==> src/rtl/starfield_speed_ramp_if.sv <==
// CPU register port and starfield write port of the speed ramp, bundled as one bus.
interface starfield_speed_ramp_if;
  logic [1:0] cpu_addr;
  logic [7:0] cpu_data_in;
  logic       cpu_write;
  logic [7:0] cpu_data_out;
  logic       vblank;
  logic [7:0] sf_data_out;
  logic       sf_write;
  logic       at_target;
  logic       busy;

  modport master (
    output cpu_addr, cpu_data_in, cpu_write, vblank,
    input  cpu_data_out, sf_data_out, sf_write, at_target, busy
  );

  modport slave (
    input  cpu_addr, cpu_data_in, cpu_write, vblank,
    output cpu_data_out, sf_data_out, sf_write, at_target, busy
  );
endinterface

==> src/rtl/starfield_speed_ramp.sv <==
// Starfield speed ramp: steps a current speed toward a CPU-programmed target on
// divided vblank rising edges and issues one starfield write per change.
module starfield_speed_ramp #(
  parameter int         DIV_W    = 8,
  parameter logic [7:0] RATE_RST = 8'd1
) (
  input  logic                 clk,
  input  logic                 rst,
  starfield_speed_ramp_if.slave bus
);

  typedef enum logic [1:0] {IDLE, STEP, ISSUE} state_t;

  state_t             state, state_n;
  logic [7:0]         target, rate, current, current_n;
  logic [DIV_W-1:0]   div, divcnt, div_wdata;
  logic               enable, vblank_q;
  logic               vb_rise, tick, imm;
  logic [7:0]         div_rd;

  // Saturating increment: 9-bit sum so a large rate clamps at target instead of wrapping.
  function automatic logic [7:0] step_up(input logic [7:0] cur, input logic [7:0] tgt,
                                         input logic [7:0] rt);
    logic [8:0] sum;
    sum = {1'b0, cur} + {1'b0, rt};
    return (sum > {1'b0, tgt}) ? tgt : sum[7:0];
  endfunction

  // Saturating decrement: 9-bit signed difference so a large rate clamps at target.
  function automatic logic [7:0] step_down(input logic [7:0] cur, input logic [7:0] tgt,
                                           input logic [7:0] rt);
    logic signed [8:0] diff;
    diff = $signed({1'b0, cur}) - $signed({1'b0, rt});
    return (diff < $signed({1'b0, tgt})) ? tgt : diff[7:0];
  endfunction

  assign vb_rise       = bus.vblank & ~vblank_q;
  assign tick          = vb_rise & enable & (divcnt == div);
  assign imm           = bus.cpu_write & (bus.cpu_addr == 2'd3) & bus.cpu_data_in[1];
  assign bus.at_target = (current == target);
  assign bus.busy      = (state != IDLE);

  // Fit the 8-bit CPU byte to the divider width (zero-extend or truncate).
  always_comb begin
    div_wdata = '0;
    for (int i = 0; i < DIV_W; i++)
      if (i < 8) div_wdata[i] = bus.cpu_data_in[i % 8];
  end

  // Fit the divider back to the 8-bit readback width.
  always_comb begin
    div_rd = '0;
    for (int i = 0; i < 8; i++)
      if (i < DIV_W) div_rd[i] = div[i % DIV_W];
  end

  // Combinational register readback selected by cpu_addr.
  always_comb begin
    bus.cpu_data_out = target;
    case (bus.cpu_addr)
      2'd0:    bus.cpu_data_out = target;
      2'd1:    bus.cpu_data_out = rate;
      2'd2:    bus.cpu_data_out = div_rd;
      default: bus.cpu_data_out = current;
    endcase
  end

  // CPU-programmable registers; the immediate bit is a command and is never stored.
  always_ff @(posedge clk or posedge rst) begin
    if (rst) begin
      target <= 8'd0;
      rate   <= RATE_RST;
      div    <= '0;
      enable <= 1'b0;
    end else if (bus.cpu_write) begin
      case (bus.cpu_addr)
        2'd0:    target <= bus.cpu_data_in;
        2'd1:    rate   <= bus.cpu_data_in;
        2'd2:    div    <= div_wdata;
        default: enable <= bus.cpu_data_in[0];
      endcase
    end
  end

  // Vblank edge history and frame divider; the divider keeps counting while busy.
  always_ff @(posedge clk or posedge rst) begin
    if (rst) begin
      vblank_q <= 1'b1;
      divcnt   <= '0;
    end else begin
      vblank_q <= bus.vblank;
      if (!enable)
        divcnt <= '0;
      else if (vb_rise)
        divcnt <= (divcnt == div) ? '0 : divcnt + 1'b1;
    end
  end

  // Next state and next speed; an immediate command overrides whatever is in flight.
  always_comb begin
    state_n   = state;
    current_n = current;
    case (state)
      IDLE:  if (tick) state_n = STEP;
      STEP: begin
        if (current < target)
          current_n = step_up(current, target, rate);
        else if (current > target)
          current_n = step_down(current, target, rate);
        state_n = (current_n != current) ? ISSUE : IDLE;
      end
      ISSUE: state_n = IDLE;
      default: state_n = IDLE;
    endcase
    if (imm) begin
      state_n   = ISSUE;
      current_n = target;
    end
  end

  // State, current speed and the registered starfield write port.
  always_ff @(posedge clk or posedge rst) begin
    if (rst) begin
      state           <= IDLE;
      current         <= 8'd0;
      bus.sf_write    <= 1'b0;
      bus.sf_data_out <= 8'd0;
    end else begin
      state        <= state_n;
      current      <= current_n;
      bus.sf_write <= (state_n == ISSUE);
      if (state_n == ISSUE)
        bus.sf_data_out <= current_n;
    end
  end

endmodule

==> src/flat_wrapper.sv <==
// flat-port wrapper written by rule: the top's interface ports become plain ports
module starfield_speed_ramp_flat 
#(
  parameter int         DIV_W    = 8,
  parameter logic [7:0] RATE_RST = 8'd1
)
  (clk, rst, bus_cpu_addr, bus_cpu_data_in, bus_cpu_write, bus_vblank, bus_cpu_data_out, bus_sf_data_out, bus_sf_write, bus_at_target, bus_busy);
  starfield_speed_ramp_if bus_i ();
  input  logic clk;
  input  logic rst;
  input wire logic [$bits(bus_i.cpu_addr)-1:0] bus_cpu_addr;
  input wire logic [$bits(bus_i.cpu_data_in)-1:0] bus_cpu_data_in;
  input wire logic [$bits(bus_i.cpu_write)-1:0] bus_cpu_write;
  input wire logic [$bits(bus_i.vblank)-1:0] bus_vblank;
  output wire logic [$bits(bus_i.cpu_data_out)-1:0] bus_cpu_data_out;
  output wire logic [$bits(bus_i.sf_data_out)-1:0] bus_sf_data_out;
  output wire logic [$bits(bus_i.sf_write)-1:0] bus_sf_write;
  output wire logic [$bits(bus_i.at_target)-1:0] bus_at_target;
  output wire logic [$bits(bus_i.busy)-1:0] bus_busy;
  assign bus_i.cpu_addr = bus_cpu_addr;
  assign bus_i.cpu_data_in = bus_cpu_data_in;
  assign bus_i.cpu_write = bus_cpu_write;
  assign bus_i.vblank = bus_vblank;
  assign bus_cpu_data_out = bus_i.cpu_data_out;
  assign bus_sf_data_out = bus_i.sf_data_out;
  assign bus_sf_write = bus_i.sf_write;
  assign bus_at_target = bus_i.at_target;
  assign bus_busy = bus_i.busy;
  starfield_speed_ramp #(.DIV_W(DIV_W), .RATE_RST(RATE_RST)) u_core (.clk(clk), .rst(rst), .bus(bus_i));
endmodule
==> config.mk <==
export PLATFORM = sky130hd
export DESIGN_NAME = starfield_speed_ramp_flat
export DESIGN_NICKNAME = d
export VERILOG_FILES = /design/src/rtl/starfield_speed_ramp_if.sv /design/src/rtl/starfield_speed_ramp.sv /design/src/flat_wrapper.sv
export SDC_FILE = /design/constraint.sdc
export NUM_CORES = 1
export LEC_CHECK = 0
export CAP_MARGIN = 20
export CORE_MARGIN = 2
export CORE_UTILIZATION = 35
export DETAILED_ROUTE_END_ITERATION = 10
export DONT_BUFFER_PORTS = 1
export PLACE_DENSITY = 0.48
export SLEW_MARGIN = 20
export SYNTH_ARGS = -nofsm -noshare
export SYNTH_HDL_FRONTEND = slang
export SYNTH_SLANG_ARGS = --single-unit
export TNS_END_PERCENT = 5
==> constraint.sdc <==
create_clock -name clk -period 12.87 [get_ports clk]
set_clock_uncertainty 0.2 [all_clocks]
set_input_delay 2.574 -clock clk [delete_from_list [all_inputs] [get_ports clk]]
set_output_delay 2.574 -clock clk [all_outputs]
set_load 0.01 [all_outputs]
### Word-level counts from Yosys, hierarchy flattened

Cells that the tools add are included.

| word-level totals | value |
|---|---|
| memory bits (read-only) | 0 |
| register bits after elaboration | 53 |
| input bits | 14 |
| memory bits (writable) | 0 |
| output and inout port bits | 19 |
| word-level logic and storage cells | 56 |
| latch bits | 0 |
| memories kept | 0 |

| operators by class | value |
|---|---|
| $lt $le $gt $ge | 4 |
| $add $sub $neg | 3 |
| bitwise gates (word level) | 7 |
| shift-type cells | 0 |
| muxes and demuxes | 15 |
| divide/modulo/power cells | 0 |
| reductions and logical operators | 8 |
| equal/unequal tests | 9 |
| multiply operators | 0 |

Operators with widths:

| operator | number |
|---|---|
| $mux W8 | 10 |
| $pmux W8 S3 | 1 |
| $eq A8 B8 Y1 | 2 |
| $add A8 B8 Y9 | 1 |
| $gt A9 B8 Y1 | 1 |
| $lt A9 B9 Y1 | 1 |
| $sub A8 B8 Y9 | 1 |
| $add A8 B1 Y8 const B | 1 |
| $gt A8 B8 Y1 | 1 |
| $lt A8 B8 Y1 | 1 |
| $ne A8 B8 Y1 | 1 |
| $reduce_and A2 Y1 | 4 |
| $eq A2 B2 Y1 const B | 3 |
| $mux W2 | 3 |
| $and A1 B1 Y1 | 5 |
| $eq A2 B1 Y1 const B | 2 |
| $logic_not A2 Y1 | 2 |
| $pmux W2 S2 | 1 |
| $reduce_or A3 Y1 | 1 |
| $ne A2 B2 Y1 const B | 1 |
| $not A1 Y1 | 2 |
| $reduce_bool A2 Y1 | 1 |

### Longest topological paths before layout

Gate-level depths: netlist of the first run.

| depth | value |
|---|---|
| depth in word-level cells | 11 |
| gate-level depth with buffers | 21 |
| gate-level depth less buffers | 19 |

### Worst setup path after synthesis of the first run

Ideal clock, no wire load.

| timing path | value |
|---|---|
| path kind | input port to output port |
| start | in bus_cpu_addr[1] |
| end | out bus_cpu_data_out[0] |
| setup slack | 6471 ps |
| stages on the path | 2 |
| buffers on the path | 1 |
| data arrival time | 3625 ps |
| data required time | 10096 ps |
| cells stage by stage | buf_1 mux4_2 |

| on the way | value |
|---|---|
| word-level cells in the longest chain between the ends | 2 |
| elaborated cells on any way between the ends | 4 |
| those cells by class | 2 x eq/ne; 1 x mux; 1 x reduce/logical |

Ends and longest elaborated chain:

| element | RTL line | text |
|---|---|---|
| start, declared | flat_wrapper.sv:11 | `input wire logic [$bits(bus_i.cpu_addr)-1:0] bus_cpu_addr;` |
| $eq A2 B2 Y1, or another cell as far along | starfield_speed_ramp.sv:60 | `case (bus.cpu_addr)` |
| $pmux W8 S3 (*) | starfield_speed_ramp.sv:60 |  |
| end, declared | flat_wrapper.sv:15 | `output wire logic [$bits(bus_i.cpu_data_out)-1:0] bus_cpu_data_out;` |

Every way passes the cells marked *; elsewhere a longest branch is shown, timed or not.

### Worst setup path after layout of the first run

| timing path | value |
|---|---|
| start | in bus_cpu_addr[1] |
| end | out bus_cpu_data_out[2] |

The elaborated chain is that of the path after synthesis.

==> results of run 1 <==
[final timing paths]
path	start	endpoint	slack, ns
setup / recovery	bus_cpu_addr[1]	bus_cpu_data_out[2]	6.99
hold / removal	u_core.divcnt[7]$_DFFE_PP0P_	u_core.divcnt[7]$_DFFE_PP0P_	0.30
setup reg to reg	u_core.current[0]$_DFF_PP0_	u_core.bus.sf_data_out[6]$_DFFE_PP0N_	7.39
min in group asynchronous	rst	u_core.state[1]$_DFF_PP0_	2.13
hold reg to reg	u_core.divcnt[7]$_DFFE_PP0P_	u_core.divcnt[7]$_DFFE_PP0P_	0.30
max in group asynchronous	rst	u_core.rate[3]$_DFFE_PP0P_	9.87
[registers in the layout, indices dropped and copies added, names as in the netlist]
| register | cells |
|---|---|
| u_core.state | 2 |
| u_core.divcnt | 8 |
| u_core.enable | 1 |
| u_core.vblank_q | 1 |
| u_core.rate | 8 |
| u_core.target | 8 |
| u_core.bus.sf_data_out | 8 |
| u_core.current | 8 |
| u_core.div | 8 |
| u_core.bus.sf_write | 1 |
[cells in the mapped netlist, types with 2 or more instances]
| library cell | number |
|---|---|
| mux2i_1 | 8 |
| nand2b_1 | 6 |
| inv_1 | 30 |
| fa_1 | 2 |
| dfrtp_1 | 51 |
| buf_1 | 2 |
| buf_6 | 3 |
| or4_1 | 3 |
| buf_2 | 4 |
| a2bb2oi_1 | 2 |
| a221oi_1 | 4 |
| or3_1 | 3 |
| dfstp_2 | 2 |
| nand3b_1 | 4 |
| and3_1 | 5 |
| a21o_1 | 4 |
| a41oi_1 | 2 |
| nand2_1 | 32 |
| nand3_1 | 8 |
| nor4_1 | 6 |
| or2_2 | 3 |
| o311a_1 | 2 |
| xor2_1 | 14 |
| o211ai_1 | 4 |
| nor2b_1 | 5 |
| clkbuf_1 | 9 |
| a22oi_1 | 4 |
| nor2_1 | 28 |
| o221ai_1 | 5 |
| nand4_1 | 5 |
| a31oi_1 | 3 |
| mux4_2 | 8 |
| o21ai_0 | 38 |
| ha_1 | 40 |
| mux2_2 | 26 |
| nor3_1 | 5 |
| a21oi_1 | 27 |
| o31ai_1 | 4 |
| o21a_1 | 2 |
| o22ai_1 | 5 |
| xnor2_1 | 12 |
[metal layers]
metal	vias to the layer above	wire length [um]
li1	1658	-
met1	1768	5470
met2	85	5970
met3	11	610
met4	0	185
met5	-	0
[kinds of logic (layout without fill, tap and decap cells)]
logic type / Yosys count / count (layout) / synth area share, %
multiplexers: 42 / 42 / 12.8
flip-flops: 53 / 53 / 30.7
buffers and inverters: 50 / 42 / 4.98
AND/OR/NAND/NOR: 117 / 117 / 13.4
AO/OA/AOI/OAI: 124 / 124 / 20.3
adder cells (fa/ha/maj): 42 / 42 / 12.5
XOR/XNOR: 26 / 26 / 5.26
[through the flow]
step                      util (%)  hold WS (ns)  instance area, um^2  cells
after global placement        36.9         0.283                 4460    606
final                         38.4         0.297                 4630    614
after detailed placement      36.9         0.295                 4460    606
after floorplan                  -         0.265                 4330    454
after global routing          38.4         0.315                 4630    614
after CTS                     38.4         0.304                 4630    614
[where the power goes]
| part | switching, uW | internal (uW) |
|---|---|---|
| clock network | 58.0 | 97.2 |
| registers | 60.4 | 201 |
| logic | 391 | 276 |
| total | 509 | 574 |
[area by class of cell]
cell class / instances / area (um^2)
multi-input combinational: 351 / 2780
inverter: 32 / 120
sequential: 53 / 1330
tap: 168 / 210
fill: 1219 / 7430
timing repair buffer: 2 / 15.0
clock buffer: 7 / 143
clock inverter: 1 / 30.0
==> results.md, run 1 <==
* CP Capture Type: output port
* Tmin final at around 6 ns
* Commonest non-fill, non-tap cell in the layout: dfrtp_1
* Slowest stage delay, CP at 0.53 ns
* Wire length per cell at 19.9 um
* Hold Buf Count CTS at 0
* Final Max Tran Viols at 0
* Clock Tree Buf Depth at 2
* Hold Vio Cnt, Final at 0
* CP max FO at 13
* Yosys cell types at between 60 and 70
* DRC violations left at 0
* DR pass1 iterations at 5
* DR iter-0 viols at 263
* PortBufs at 0
* RSZ-0062 raised after global routing: no
* Leakage at between 0.0015 and 0.002 uW
* GR Util met3 at roughly 3.3%
* Worst path depth at 1
* Die height at ~120 um
* #FFs+latches synth at between 50 and 60
* PD cells at 234 nW/um^2
* R2R depth at 19
* CTS root buf: clkbuf_16
* Crit-path cells: mux4_2
* Ranking of synthesized cells by area: dfrtp_1 (30%), ha_1 (12%), mux2_2 (6.8%), o21ai_0 (4.4%), mux4_2 (4.2%)
* Fraction of layout cells with a size suffix above 1 at about an eighth
* Max cap viols at 0
* Most frequent cells in the layout: dfrtp_1 (51), ha_1 (40), o21ai_0 (38)
* Post-CTS sizing at 0
* Most used DFF post-synth: dfrtp_1
* Hold path depth at 1
* GP Congestion at about 0.87
* CP top delay family: multiplexers
* Setup TNS at 0 ns
* Antenna cell count at 0
* Initial Utilization at 35.9%
* Number of vias per cell at approximately 5.7
* YS warnings at 0
* Detail Route Antenna Nets at 0
* Tightest Pin Transition at a little under 0.9 ns
* Fmax achieved at approximately 0.17 GHz
* Top Usage Layer GRT: met2
* Tot GR Track Use at between 10% and 20%
* CP Class: in2out
* Async S/R FF share, synth at 100%
* Total power at ~1100 uW
* Total CTS buffers at 5
* Met2 Resource Use GR at 32.5%
* CP max-delay cell: mux4_2
* Yosys top cell area share at ~30%
* Final setup margin at about 7 ns
* Critical Path RT at about 10 ns
* H-tree levels at 2
* Status: complete, no violations
* Critical Path AT at roughly 3.1 ns
* Number of synthesized flops with an enable pin at 0
* Initial antenna violation count at 0
* Startpoint types: primary input
* CTS tree: built
* Mapped Nets at 510
* Area Overhead vs Synth at 7.00%
* Placed wire-length estimate at approximately 9700 um
* Global-route wire length before repair at a little under 20000 um
* Final setup fails at 0
* CTS sink cnt at 53
* Reg clk slew, reported paths at approximately 0.060 ns
* Met1 Use GR at about a quarter
* Final layout net count at between 500 and 600
* Fin crit share at between 40% and 50%
* Sequential share of the synthesized area at between 30% and 40%
* Worst hold path class: reg2reg
* Core region area at about 12000 um^2
* Mapped Area at about 4300 um^2
* Die X at between 100 and 150 um
* WP buf/inv at 0
* VDD IR max at between 0.00007 and 0.00008 V
* DIE AREA at approximately 13000 um^2
* Largest area contributor in the netlist: dfrtp_1
* Gate Count Post-Synth at roughly 450
* Number of global-route vias before repair at between 3k and 4k
* Largest net degree at the start of global routing at between 50 and 60
* Skew-Pair Late Insertion Delay at a little under 0.3 ns
* Ports at 33
* Max_slew headroom at 41.7%
* Routed WL at between 10000 and 15000 um
* Via count at ~3.5k
* Cell Rows at 40
* Total grt overflow at 0
* Setup bufs post-CTS at 0
* Avg Cell Area, Syn at ~9.5 um^2
* Placement Setup Slack at about 7.0 ns
No activity file was read; power rests on OpenSTA's default activity.
==> run 2: changes to the inputs <==
--- a/config.mk
+++ b/config.mk
@@ -10,7 +10,7 @@
 export CORE_UTILIZATION = 35
 export DETAILED_ROUTE_END_ITERATION = 10
 export DONT_BUFFER_PORTS = 1
-export PLACE_DENSITY = 0.48
+export PLACE_DENSITY = 0.5
 export SLEW_MARGIN = 20
 export SYNTH_ARGS = -nofsm -noshare
 export SYNTH_HDL_FRONTEND = slang
==> constraint.sdc (replaced) <==
create_clock -name clk -period 5 [get_ports clk]
set_clock_uncertainty 0.2 [all_clocks]
set_input_delay 1 -clock clk [delete_from_list [all_inputs] [get_ports clk]]
set_output_delay 1 -clock clk [all_outputs]
set_load 0.01 [all_outputs]
==> run 2 against run 1 <==
The run now ends with negative setup slack left. Flip-flop and latch count did not move. Non-clock buffer count rose by 22. Final area rose by 6.0%. Critical path type is now reg2reg.
==> results.md, run 2 (synthesis results as in run 1) <==
* Global-route wire length before repair at 19900 um
* Fill cells at ~1.2k
* Clock Tree Buf Depth at 2
* Placed cells at 625
* Skew-Pair Late Insertion Delay at approximately 0.30 ns
* Leakage at 0.00209 uW
* Fraction of layout cells with a size suffix above 1 at a little over a fifth
* Multi-input gate area at 2910 um^2
* Worst hold path class: reg2reg
* Largest net degree at the start of global routing at 54
* CTS sink cnt at between 50 and 60
* Failing checks: negative setup slack
* Tot GR Track Use at between 10% and 20%
* RR Startpoint: u_core.rate[0]$_DFFE_PP1P_
* Placement Setup Slack at -0.147 ns
* Final setup margin at -0.130 ns
* Register Area at approximately 1300 um^2
* DR pass1 iterations at 5
* Hold Vio Cnt, Final at 0
* Slowest stage delay, CP at approximately 0.57 ns
* Number of vias per cell at about 5.7
* Critical Path AT at 5.12 ns
* Max_slew headroom at a little under half
* Commonest non-fill, non-tap cell in the layout: dfrtp_1
* PD cells at around 630 nW/um^2
* Detail Route Antenna Nets at 0
* Fin crit share at 103%
* CTS root buf: clkbuf_16
* CTS tree: built
* Most frequent cells in the layout: dfrtp_1 (51), ha_1 (38), o21ai_0 (37)
* CP top delay family: compound AO/OA/AOI/OAI gates
* Total grt overflow at 0
* Initial antenna violation count at 0
* Crit-path cells: ha_4 > inv_2 > fa_2 > a211oi_4 > o31ai_4 > a21oi_2 > nor2_2 > ha_1 > and3_4 > a221o_1 > a41oi_2 > or3_4 > or4_4 > a31o_1 > o2111ai_2 > a2111oi_4 > buf_4 > a32oi_4 > mux2_4
* Final setup fails at 8
* Critical Path RT at ~5.0 ns
* Total CTS buffers at 5
* Placed wire-length estimate at between 9000 and 10000 um
* RSZ-0062 raised after global routing: yes
* Fmax achieved at 0.195 GHz
* DRC violations left at 0
* Total power at approximately 3100 uW
* H-tree levels at 2
* Die X at 115 um
* Final std cells w/o fill at ~640
* CP Class: reg2reg
* Routed WL at approximately 13000 um
* CP max FO at 7
* Core region area at about 12000 um^2
* Initial Utilization at 35.9%
* Number of global-route vias before repair at roughly 3.5k
* GP Congestion at 0.939
* DR iter-0 viols at roughly 230
* Via count at roughly 3.7k
* Area Overhead vs Synth at 13.5%
* CP Capture Type: flop
* Critical path origin: u_core.rate[0]$_DFFE_PP1P_
* Startpoint types: flop
* Setup TNS at -0.849 ns
* Tightest Pin Transition at 0.783 ns
* Wire length per cell at 20.1 um
* VDD IR max at just over 0.0002 V
* Reg clk slew, reported paths at ~0.07 ns
* Hold path start: u_core.divcnt[7]$_DFFE_PP0P_
* Status: complete, but fails checks
* Ports at 33
* WP buf/inv at 2
* Final layout net count at about 520
* Tmin final at approximately 5 ns
* Die height at roughly 120 um
* DIE AREA at 13300 um^2
* PortBufs at 0
* Fin area at 4910 um^2
* Final Max Tran Viols at 0
* Placed Area at approximately 4600 um^2
* Antenna cell count at 0
* Max cap viols at 0
* Cell Rows at 40
* CP max-delay cell: dfstp_2
* Hold Buf Count CTS at 0
run 2: what timing repair did:
item,in CTS,in global routing
setup buffers,0,3
pin swaps,0,14
gates cloned,0,1
setup endpoints to repair,8,9
gates resized for setup,2,24
run 2: path summary, 6_finish.rpt:
kind | endpoint | slack [ns] | cells past startpoint
max | u_core.bus.sf_data_out[7]$_DFFE_PP0N_ | -0.13 | 19
min | u_core.divcnt[7]$_DFFE_PP0P_ | 0.30 | 1
max reg2reg | u_core.bus.sf_data_out[7]$_DFFE_PP0N_ | -0.13 | 19
min reg2reg | u_core.divcnt[7]$_DFFE_PP0P_ | 0.30 | 1
max in group asynchronous | u_core.rate[7]$_DFFE_PP0P_ | 3.57 | 2
min in group asynchronous | u_core.bus.sf_data_out[2]$_DFFE_PP0N_ | 0.57 | 2
run 2: layout make-up:
cell class | instances | share of cell area, %
Timing Repair Buffer | 24 | 3.75
Clock inverter | 2 | 0.280
Tap cell | 168 | 4.28
Multi-Input combinational cell | 352 | 59.3
Inverter | 32 | 2.45
Clock buffer | 6 | 2.83
Sequential cell | 53 | 27.1
run 2: report_power, final:
part / total, uW / internal (uW) / switching [uW]
Combinational: 2100 / 910 / 1190
Clock: 364 / 200 / 164
Sequential: 627 / 518 / 109
run 2: stage by stage:
stage                     utilization, %  hold WS (ns)
after floorplan                        -         0.265
after global placement              38.1         0.283
after detailed placement            38.1         0.291
after CTS                           39.5         0.305
after global routing                40.7         0.341
final                               40.7         0.304
run 2: layer usage:
metal  vias up  track usage [%]  wire, um
li1       1714                -         -
met2       113             32.4      6140
met5         -                0         0
met1      1799             25.9      5700
met3        24             2.85       562
met4         0             7.79       411
run 2: worst register-to-register path, stage by stage (launching register included):
cell	delay (ns)
dfstp_2	0.57
ha_4	0.14
inv_2	0.03
fa_2	0.39
a211oi_4	0.33
o31ai_4	0.10
a21oi_2	0.17
nor2_2	0.05
ha_1	0.30
and3_4	0.20
a221o_1	0.17
a41oi_2	0.07
or3_4	0.47
or4_4	0.49
a31o_1	0.23
o2111ai_2	0.11
a2111oi_4	0.08
buf_4	0.18
a32oi_4	0.38
mux2_4	0.35
==> run 3: changes to the inputs <==
--- a/config.mk
+++ b/config.mk
@@ -7,10 +7,12 @@
 export LEC_CHECK = 0
 export CAP_MARGIN = 20
 export CORE_MARGIN = 2
-export CORE_UTILIZATION = 35
+export CORE_UTILIZATION = 50
+export CTS_CLUSTER_DIAMETER = 30
 export DETAILED_ROUTE_END_ITERATION = 10
 export DONT_BUFFER_PORTS = 1
-export PLACE_DENSITY = 0.5
+export PLACE_DENSITY = 0.67
+export SKIP_CTS_REPAIR_TIMING = 1
 export SLEW_MARGIN = 20
 export SYNTH_ARGS = -nofsm -noshare
 export SYNTH_HDL_FRONTEND = slang
==> run 3 against run 2 <==
The flow still finishes with violations (negative setup slack). Register-to-register slack better by 0.08 ns. Clock-buffer cell count stayed put. Sequential share of layout area is 0.40 points higher. Non-clock buffer count is 1 higher. Final area is 1.4% lower. First-iteration DRC count is 57% higher. Cell count is 9.6% lower. Hold slack better by 0.021 ns. Critical endpoint unchanged. Largest cell class unchanged. Largest power group unchanged.
==> results.md, run 3 (synthesis results as in run 1) <==
* Status: complete, but fails checks
* Failing checks: negative setup slack
* Fraction of layout cells with a size suffix above 1 at 21.4%
* GR Util met3 at 6.14%
* Fmax achieved at between 0.15 and 0.2 GHz
* Skew-Pair Late Insertion Delay at approximately 0.32 ns
* Placed wire-length estimate at 9600 um
* Hold slack final at 0.325 ns
* Top Usage Layer GRT: met2
* Met1 Use GR at 34.9%
* Commonest non-fill, non-tap cell in the layout: dfrtp_1
* DR pass1 iterations at 5
* Die X at about 97 um
* Tightest Pin Transition at 0.896 ns
* CP Class: reg2reg
* Clock Tree Buf Depth at 2
* H-tree levels at 2
* Number of vias per cell at about 6.6
* Ports at 33
* CP max FO at 6
* CTS sink cnt at between 50 and 60
* Fill cells at ~710
* Hold Vio Cnt, Final at 0
* Wire length per cell at between 20 and 25 um
* DR iter-0 viols at approximately 360
* CP Capture Type: flop
* Startpoint types: flop
* PD cells at between 600 and 700 nW/um^2
* Total grt overflow at 0
* Final setup fails at 5
* Routed WL at 12900 um
* Total CTS buffers at 5
* Largest net degree at the start of global routing at between 50 and 60
* Critical Path RT at around 5.0 ns
* Setup TNS at -0.237 ns
* Most frequent cells in the layout: dfrtp_1 (50), o21ai_0 (38), ha_1 (38)
* Met2 Resource Use GR at a little over two fifths
* Global-route wire length before repair at ~20000 um
* Core Util, Final at 58.3%
* Cell Rows at 33
* VDD IR max at around 0.00029 V
* CP max-delay cell: dfstp_2
* Slowest stage delay, CP at a little under 0.6 ns
* Area Overhead vs Synth at 11.9%
* DRC violations left at 0
* Final Max Tran Viols at 0
* Crit-path cells: ha_4 > inv_2 > fa_2 > a211oi_4 > o31ai_4 > a21oi_2 > nor2_1 > ha_1 > and3_4 > a221o_1 > a41oi_4 > or3_4 > or4_1 > a31o_1 > o2111ai_2 > a2111oi_4 > buf_4 > a32oi_4 > mux2_4
* WP buf/inv at 2
* Leakage at between 0.002 and 0.0025 uW
* DIE AREA at around 9400 um^2
* Tmin final at roughly 5.1 ns
* GP Congestion at between 1 and 1.5
* CTS tree: built
* Max cap viols at 0
* PortBufs at 0
* Initial Utilization at 52.1%
* CP top delay family: compound AO/OA/AOI/OAI gates
* Detail Route Antenna Nets at 0
* RSZ-0062 raised after global routing: yes
* Placement Setup Slack at -0.145 ns
* Die height at roughly 97 um
* Fin crit share at 101%
* CTS root buf: clkbuf_8
* Initial antenna violation count at 0
* Final layout net count at 526
* Final setup margin at -0.0531 ns
* Antenna cell count at 0
* Tot GR Track Use at a little over a quarter
* Via count at 3785
* Number of global-route vias before repair at 3610
* Worst hold path class: reg2reg
* Reg clk slew, reported paths at 0.09 ns
* Critical Path AT at 5.06 ns
* Core region area at 8300 um^2
* Max_slew headroom at between 40% and 50%
==> run 3: worst paths after layout <==
| check | startpoint | end | slack, ns | depth (start not counted) |
|---|---|---|---|---|
| worst max register to register | u_core.rate[0]$_DFFE_PP1P_ | u_core.bus.sf_data_out[7]$_DFFE_PP0N_ | -0.05 | 19 |
| max in group asynchronous | rst | u_core.rate[1]$_DFFE_PP0P_ | 3.50 | 1 |
| worst min-delay path | u_core.divcnt[7]$_DFFE_PP0P_ | u_core.divcnt[7]$_DFFE_PP0P_ | 0.33 | 1 |
| worst min register to register | u_core.divcnt[7]$_DFFE_PP0P_ | u_core.divcnt[7]$_DFFE_PP0P_ | 0.33 | 1 |
| worst max-delay path | u_core.rate[0]$_DFFE_PP1P_ | u_core.bus.sf_data_out[7]$_DFFE_PP0N_ | -0.05 | 19 |
| min in group asynchronous | rst | u_core.bus.sf_data_out[3]$_DFFE_PP0N_ | 0.52 | 1 |
==> run 3: routing by layer <==
layer	wire length, um	vias up
met5	0	-
met1	5240	1844
met2	6170	196
met3	1040	34
met4	438	0
li1	-	1711
==> run 3: power by group <==
part / total [uW] / internal, uW / switching [uW]
combinational: 2230 / 973 / 1260
sequential: 633 / 518 / 115
clock: 298 / 151 / 147
total: 3170 / 1640 / 1520
==> run 3: through the flow <==
stage	power, uW	cell area, um^2	cells
floorplan	2020	4330	454
global placement	2470	4500	559
detailed placement	2490	4500	559
CTS	2790	4610	567
global route	3350	4840	576
finish	3170	4840	576
==> run 3: cell type report <==
type / instances / area (um^2) / area share, %
Clock buffer: 6 / 72.6 / 1.50
Inverter: 32 / 121 / 2.51
Tap cell: 105 / 131 / 2.71
Timing Repair Buffer: 25 / 188 / 3.88
Sequential cell: 53 / 1330 / 27.5
Multi-Input combinational cell: 353 / 2960 / 61.1
Clock inverter: 2 / 38.8 / 0.801
